File: config.mk
export PLATFORM = sky130hd
export DESIGN_NAME = neuron_backprop
export DESIGN_NICKNAME = d
export VERILOG_FILES = /design/src/rtl/neuron_backprop.sv
export SDC_FILE = /design/constraint.sdc
export NUM_CORES = 1
export LEC_CHECK = 0
export ABC_AREA = 1
export CORE_MARGIN = 4
export CORE_UTILIZATION = 54
export CTS_CLUSTER_DIAMETER = 100
export CTS_CLUSTER_SIZE = 12
export DETAILED_ROUTE_END_ITERATION = 7
export PLACE_DENSITY_LB_ADDON = 0.05
export SYNTH_ARGS = -nofsm -noshare
export SYNTH_HDL_FRONTEND = slang
export SYNTH_SLANG_ARGS = --single-unit
File: constraint.sdc
create_clock -name clk -period 6.58 [get_ports clk]
set_clock_uncertainty 0.05 [all_clocks]
set_input_delay 1.645 -clock clk [delete_from_list [all_inputs] [get_ports clk]]
set_output_delay 1.645 -clock clk [all_outputs]
set_load 0.05 [all_outputs]
File: src/rtl/neuron_backprop.sv
// Backward pass of the neuron block: streams delta*w_i and delta*act_i one beat per input index.
// Define NEURON_BP_SAT_EN for saturating narrowing with out_sat; otherwise narrowing wraps.
module neuron_backprop #(
  parameter int WIDTH = 16,
  parameter int N     = 4,
  parameter int FRAC  = 8,
  parameter logic [N*WIDTH-1:0] WEIGHTS_FLAT = '0,
  localparam int IW = (N > 1) ? $clog2(N) : 1
) (
  input  logic                    clk,
  input  logic                    rst_n,
  input  logic                    in_valid,
  output logic                    in_ready,
  input  logic signed [WIDTH-1:0] delta,
  input  logic [N-1:0][WIDTH-1:0] act,
  output logic                    out_valid,
  input  logic                    out_ready,
  output logic [IW-1:0]           out_idx,
  output logic [WIDTH-1:0]        err_out,
  output logic [WIDTH-1:0]        grad_out,
  output logic                    out_last,
  output logic                    out_sat
);

  localparam int PW = 2 * WIDTH;

  typedef enum logic {IDLE, RUN} state_e;

  state_e                  state_q, state_d;
  logic [IW-1:0]           idx_q, idx_d;
  logic [WIDTH-1:0]        err_q, err_d;
  logic [WIDTH-1:0]        grad_q, grad_d;
  logic                    last_q, last_d;
  logic                    sat_q, sat_d;
  logic signed [WIDTH-1:0] delta_q;
  logic [N-1:0][WIDTH-1:0] act_q;

  logic signed [WIDTH-1:0] w_arr [N];
  logic [IW-1:0]           mul_idx;
  logic signed [WIDTH-1:0] mul_delta;
  logic signed [WIDTH-1:0] mul_act;
  logic signed [PW-1:0]    prod_err;
  logic signed [PW-1:0]    prod_grad;
  logic [WIDTH:0]          nar_err;
  logic [WIDTH:0]          nar_grad;
  logic                    accept;
  logic                    fire;

  for (genvar g = 0; g < N; g++) begin : g_w
    assign w_arr[g] = WEIGHTS_FLAT[(N-g)*WIDTH-1 -: WIDTH];
  end

`ifdef NEURON_BP_SAT_EN
  localparam logic signed [PW-1:0] SMAX = {{(WIDTH+1){1'b0}}, {(WIDTH-1){1'b1}}};
  localparam logic signed [PW-1:0] SMIN = {{(WIDTH+1){1'b1}}, {(WIDTH-1){1'b0}}};
`endif

  // Returns {clipped, value}: floor shift by FRAC, then clip or wrap to WIDTH bits.
  function automatic logic [WIDTH:0] narrow(input logic signed [PW-1:0] p);
`ifdef NEURON_BP_SAT_EN
    logic signed [PW-1:0] s;
    s = p >>> FRAC;
    if (s > SMAX) return {1'b1, SMAX[WIDTH-1:0]};
    if (s < SMIN) return {1'b1, SMIN[WIDTH-1:0]};
    return {1'b0, s[WIDTH-1:0]};
`else
    return {1'b0, WIDTH'(p >>> FRAC)};
`endif
  endfunction

  assign in_ready  = rst_n && (state_q == IDLE);
  assign out_valid = (state_q == RUN);
  assign accept    = in_valid && in_ready;
  assign fire      = out_valid && out_ready;

  // Operand mux for the shared multiplier pair: beat 0 comes straight from the
  // inputs on accept, later beats from the captured copies at the next index.
  always_comb begin
    mul_idx   = '0;
    mul_delta = delta_q;
    mul_act   = act_q[0];
    if (state_q == IDLE) begin
      mul_delta = delta;
      mul_act   = act[0];
    end else begin
      mul_idx = last_q ? '0 : idx_q + IW'(1);
      mul_act = act_q[mul_idx];
    end
  end

  assign prod_err  = PW'(mul_delta) * PW'(w_arr[mul_idx]);
  assign prod_grad = PW'(mul_delta) * PW'(mul_act);
  assign nar_err   = narrow(prod_err);
  assign nar_grad  = narrow(prod_grad);

  always_comb begin
    state_d = state_q;
    idx_d   = idx_q;
    err_d   = err_q;
    grad_d  = grad_q;
    last_d  = last_q;
    sat_d   = sat_q;
    case (state_q)
      IDLE: begin
        if (accept) begin
          state_d = RUN;
          idx_d   = '0;
          last_d  = (N == 1);
          err_d   = nar_err[WIDTH-1:0];
          grad_d  = nar_grad[WIDTH-1:0];
          sat_d   = nar_err[WIDTH] | nar_grad[WIDTH];
        end
      end
      RUN: begin
        if (fire) begin
          if (last_q) begin
            state_d = IDLE;
          end else begin
            idx_d  = mul_idx;
            last_d = (mul_idx == IW'(N - 1));
            err_d  = nar_err[WIDTH-1:0];
            grad_d = nar_grad[WIDTH-1:0];
            sat_d  = nar_err[WIDTH] | nar_grad[WIDTH];
          end
        end
      end
      default: state_d = IDLE;
    endcase
  end

  // Control and beat registers
  always_ff @(posedge clk or negedge rst_n) begin
    if (!rst_n) begin
      state_q <= IDLE;
      idx_q   <= '0;
      err_q   <= '0;
      grad_q  <= '0;
      last_q  <= 1'b0;
      sat_q   <= 1'b0;
    end else begin
      state_q <= state_d;
      idx_q   <= idx_d;
      err_q   <= err_d;
      grad_q  <= grad_d;
      last_q  <= last_d;
      sat_q   <= sat_d;
    end
  end

  // Captured transaction operands
  always_ff @(posedge clk) begin
    if (accept) begin
      delta_q <= delta;
      act_q   <= act;
    end
  end

  assign out_idx  = idx_q;
  assign err_out  = err_q;
  assign grad_out = grad_q;
  assign out_last = last_q;
  assign out_sat  = sat_q;

endmodule

* After elaboration in Yosys (flattened, before gate mapping)
Index checks and enable logic that the tools add are counted.
** Cells by class
- Add/sub/neg operators :: 1
- Multiply operators :: 2
- Order comparisons :: 2
- Equal/unequal tests :: 4
- Muxes and demuxes :: 32
- Bitwise logic cells :: 2
- Reductions and logical operators :: 5
** Operator list (number)
- $mux 16 :: 11
- $bmux 16 s2 :: 2
- $pmux 16 s2 :: 2
- $mul 16x16->24 :: 2
- $mux 2 :: 5
- $mux 1 :: 8
- $pmux 1 s2 :: 3
- $ne 2x2->1 const B :: 2
- $pmux 2 s2 :: 1
- $ge 3x3->1 const B :: 1
- $logic_and 1x1->1 :: 3
- $lt 2x3->1 const B :: 1
- $not 2->3 :: 1
- $reduce_and 3->1 :: 1
- $add 2x1->2 const B :: 1
- $eq 2x2->1 const B :: 1
- $ne 2x1->1 const B :: 1
- $reduce_and 2->1 :: 1
- $not 1->1 :: 1
** Storage, ports and cells
- Flip-flop bits (word level) :: 117
- Logic and storage cells :: 59

* Longest topological paths before layout
Gate-level depths: netlist (run 1).
- Word-level depth :: 11
- Depth in mapped cells :: 35
- Depth with buffers taken out :: 33

* Worst setup path before layout (run 1)
Ideal clock, no wire load.
- Path kind :: input to register
- Start point :: input delta[15]
- End point :: register grad_q[15], in the netlist grad_out[15]
- Setup time :: 118 ps
- Data arrival time :: 6958 ps
- Data required time :: 6412 ps
- Path slack :: -546 ps
- Stages :: 23
- Cell sequence :: inv_1 > o21ai_0 > inv_1 > nor2_1 > inv_1 > fa_1 > inv_1 > fa_1 > fa_1 > fa_1 > fa_1 > inv_1 > fa_1 > inv_1 > ha_1 > nand2_1 > nor2_1 > nand2_1 > o221a_2 > nand2_1 > nand3_1 > nand3_1 > nand2_1
** On the way
- Cells in the longest elaborated chain, start to end :: 5
- Elaborated cells between the ends (all ways) :: 6
** Ends and longest elaborated chain
- start: declaration :: line 14 : input logic signed [WIDTH-1:0] delta,
- $mux 16 * :: line 82 : if (state_q == IDLE) begin
- $mul 16x16->24 * :: line 92 : assign prod_grad = PW'(mul_delta) * PW'(mul_act);
- $mux 16 :: line 116 : if (last_q) begin
- $mux 16 :: line 115 : if (fire) begin
- $pmux 16 s2 * :: line 103 : case (state_q)
- end signal: assignment :: line 144 : grad_q <= grad_d;
- end: declaration :: line 32 : logic [WIDTH-1:0] grad_q, grad_d;
Every way passes the cells marked *; elsewhere a longest branch is shown, timed or not. The select of a mux whose other input is x is not followed.
A chain may end at the register's enable or synchronous reset.

* Final worst setup path (run 1)
- Start point :: input act[13] in the netlist's numbering
- End point :: register grad_q[15], in the netlist grad_out[15]
** On the way
- Cells in the longest elaborated chain, start to end :: 5
- Elaborated cells between the ends (all ways) :: 6
** Ends and longest elaborated chain
- start: declaration :: line 15 : input logic [N-1:0][WIDTH-1:0] act,
- $mux 16 * :: line 82
- $mul 16x16->24 * :: line 92
- $mux 16 :: line 116
- $mux 16 :: line 115
- $pmux 16 s2 * :: line 103
Marks and branches as above.

==> results of run 1 <==
-- kinds of logic after synthesis --
group / synth area share [%]
simple gates: 18.8
xor+xnor: 1.01
buf+inv: 13.7
flops: 24.0
other cells: 0.0310
fa+ha+maj: 38.0
compound gates: 4.40
-- flip-flops by register name, indices dropped and copies added, names as in the netlist --
signal and count:
act_q 64, delta_q 16, grad_out 16, out_idx 2
out_last 1, out_valid 1
-- what timing repair did --
action                     CTS  global route
cloned                       1             0
buffers inserted            84            23
setup endpoints to repair   15            15
pin swaps                  164           126
gates resized for setup    354           183
-- worst paths after layout --
| check | slack, ns | cells past startpoint | from | to |
|---|---|---|---|---|
| min in group asynchronous | 1.79 | 2 | rst_n | grad_out[2] |
| max in group asynchronous | 4.41 | 2 | rst_n | out_valid |
| min | 0.44 | 2 | grad_out[15] | grad_out[15] |
| max reg2reg | 0.10 | 32 | out_idx[0] | grad_out[15] |
| max | -0.08 | 27 | act[13] | grad_out[15] |
| min reg2reg | 0.44 | 2 | grad_out[15] | grad_out[15] |
-- tightest hold or removal path: stages (launching register included) --
cell	delay, ns
dfrtp_1	0.36
nand2_1	0.06
nand2_1	0.05
-- layout make-up --
cell class,instances,area (µm²),area share (%)
clock inverters,6,55.1,0.315
flip-flops and latches,100,2900,16.6
inverters,366,1460,8.33
well taps,280,350,2.01
repair buffers,384,3580,20.5
repair inverters,1,7.51,0.0430
clock buffers,10,229,1.31
multi-input cells,943,8880,50.8
-- cells in the mapped netlist (all sizes together) --
cell type    n
o31ai        6
xnor2       11
a21oi       28
conb         1
nor4         1
o221a        1
nor3         7
nand4        7
edfxtp      80
clkbuf      17
buf         33
nand3       39
nand2      310
ha          70
a21o         1
fa         186
nor2       182
or2         11
o22ai        3
dfrtp       20
a211oi       1
o21ai       51
a31oi        4
xor2         3
inv        361
nand3b       4
clkinv       5
-- per-layer routing --
layer,routed length [µm],share of wire [%],vias to the layer above
met5,34,0.089,-
met4,1340,3.5,2
met3,3190,8.3,98
met2,18700,49,439
met1,15100,39,5376
li1,-,-,4984
-- stage by stage --
stage           TNS, ns  std cells
4_1_cts        -0.00353       2071
3_3_place_gp     -10.61       1975
3_5_place_dp     -11.34       1975
2_1_floorplan  -0.00875       1459
6_report         -0.176       2090
5_1_grt           -1.02       2090
==> summary.txt, run 1 <==
status: complete, but fails checks
violated checks: negative setup slack
GR Util met2: 49.7%
Synth Cell Area: 12100 µm²
Clk Latency, worst-skew pair: 0.36 ns
clock buffer count from CTS: 9
remaining antenna violation count: 0
Worst setup SP type: input port
post-DP HPWL: 27700 µm
Initial Util: 55.1%
RSZ-0062 raised after global routing: true
deepest clock path buffer count: 2
ratio of cells with drive above 1 in the final layout: 35.4%
Core Footprint: 22000 µm²
commonest non-fill, non-tap cell in the layout: inv_1
FMAX: 150 MHz
DIE AREA: 24900 µm²
Critical Path RT: 6.79 ns
Yosys warnings: 0
synthesized instance count: 1443
WL/cell: 18.3 µm
CP max FO: 3
GPL Wtd Cong: 0.931
H-Tree Depth: 3
total gr overflow: 0
root buf cell: clkbuf_16
CTS clock-pin slew for the worst setup and hold paths: 0.08 ns
Crit path top cell by count: fa_1
crit path time final: 6.66 ns
Row Count: 54
max_cap viols: 0
Yosys reg bits: 100
GR Util met1: 41.3%
DR DRC count: 0
pre-CTS WS: -0.973 ns
Hold WS: 0.439 ns
final WL: 38400 µm
drt via density: 5.21
crit path DAT: 6.87 ns
fill count: 1447
port bufs: 104
area leader, netlist: fa_1
Worst path top cell family by delay: adder cells
Clock Sinks: 100
endpoints failing setup: 3
slowest cell on the critical path: fa_1
Final #Nets: 2145
fin area: 17500 µm²
IO Count: 122
Slew @ Worst Pin: 0.640 ns
fin. max-slew vios: 0
fin util: 79.5%
DRT iter0 DRCs: 767
post-synthesis sequential area ratio: 24.0%
Setup CP Type: in2reg
worst hold path class: reg2reg
dominant cells by area after synthesis: fa_1 31%, edfxtp_1 20%, inv_1 11%
Crit path largest cell delay: 0.59 ns
critical path endpoint category: register
vias in the first global route: 11300
top cell type's share of synthesized area: 30.8%
DP Area: 15000 µm²
Fin. Hold Viols: 0
area grow syn2layout: 44.3%
syn_area_per_cell: 8.39 µm²
Final period util: 101%
GR met3 Demand/Resource: 6.78%
DR pass1 iterations: 6
gr busiest metal: met2
most frequent cells in the layout: 283 x inv_1, 239 x nand2_1, 201 x buf_4
Relative slew margins: 57.3%
first-pass GRT wire length: 58600 µm
largest net degree at the start of global routing: 45
die height: 158 µm
Die X: 158 µm
count of cell types in the netlist: 41
initial antenna violation count: 0
worst path bufs/invs: 7
CTS tree: built
diode count: 0
GRT Overall Usage: 30.8%
hold buffers post-CTS: 0
Vias: 10900
worst setup margin: -0.0825 ns
Power of run 1 is not shown: default switching activity piles up to over one toggle a cycle in this logic, so the estimate is an artifact.
==> run 2: changes to the inputs <==
--- a/config.mk
+++ b/config.mk
@@ -8,8 +8,8 @@
 export ABC_AREA = 1
 export CORE_MARGIN = 4
 export CORE_UTILIZATION = 54
-export CTS_CLUSTER_DIAMETER = 100
-export CTS_CLUSTER_SIZE = 12
+export CTS_CLUSTER_DIAMETER = 40
+export CTS_CLUSTER_SIZE = 30
 export DETAILED_ROUTE_END_ITERATION = 7
 export PLACE_DENSITY_LB_ADDON = 0.05
 export SYNTH_ARGS = -nofsm -noshare
==> results of run 2 <==
Same layout as run 1: the final DEF is identical, and so are final timing and power.
Power of run 2 is left out for the same reason.
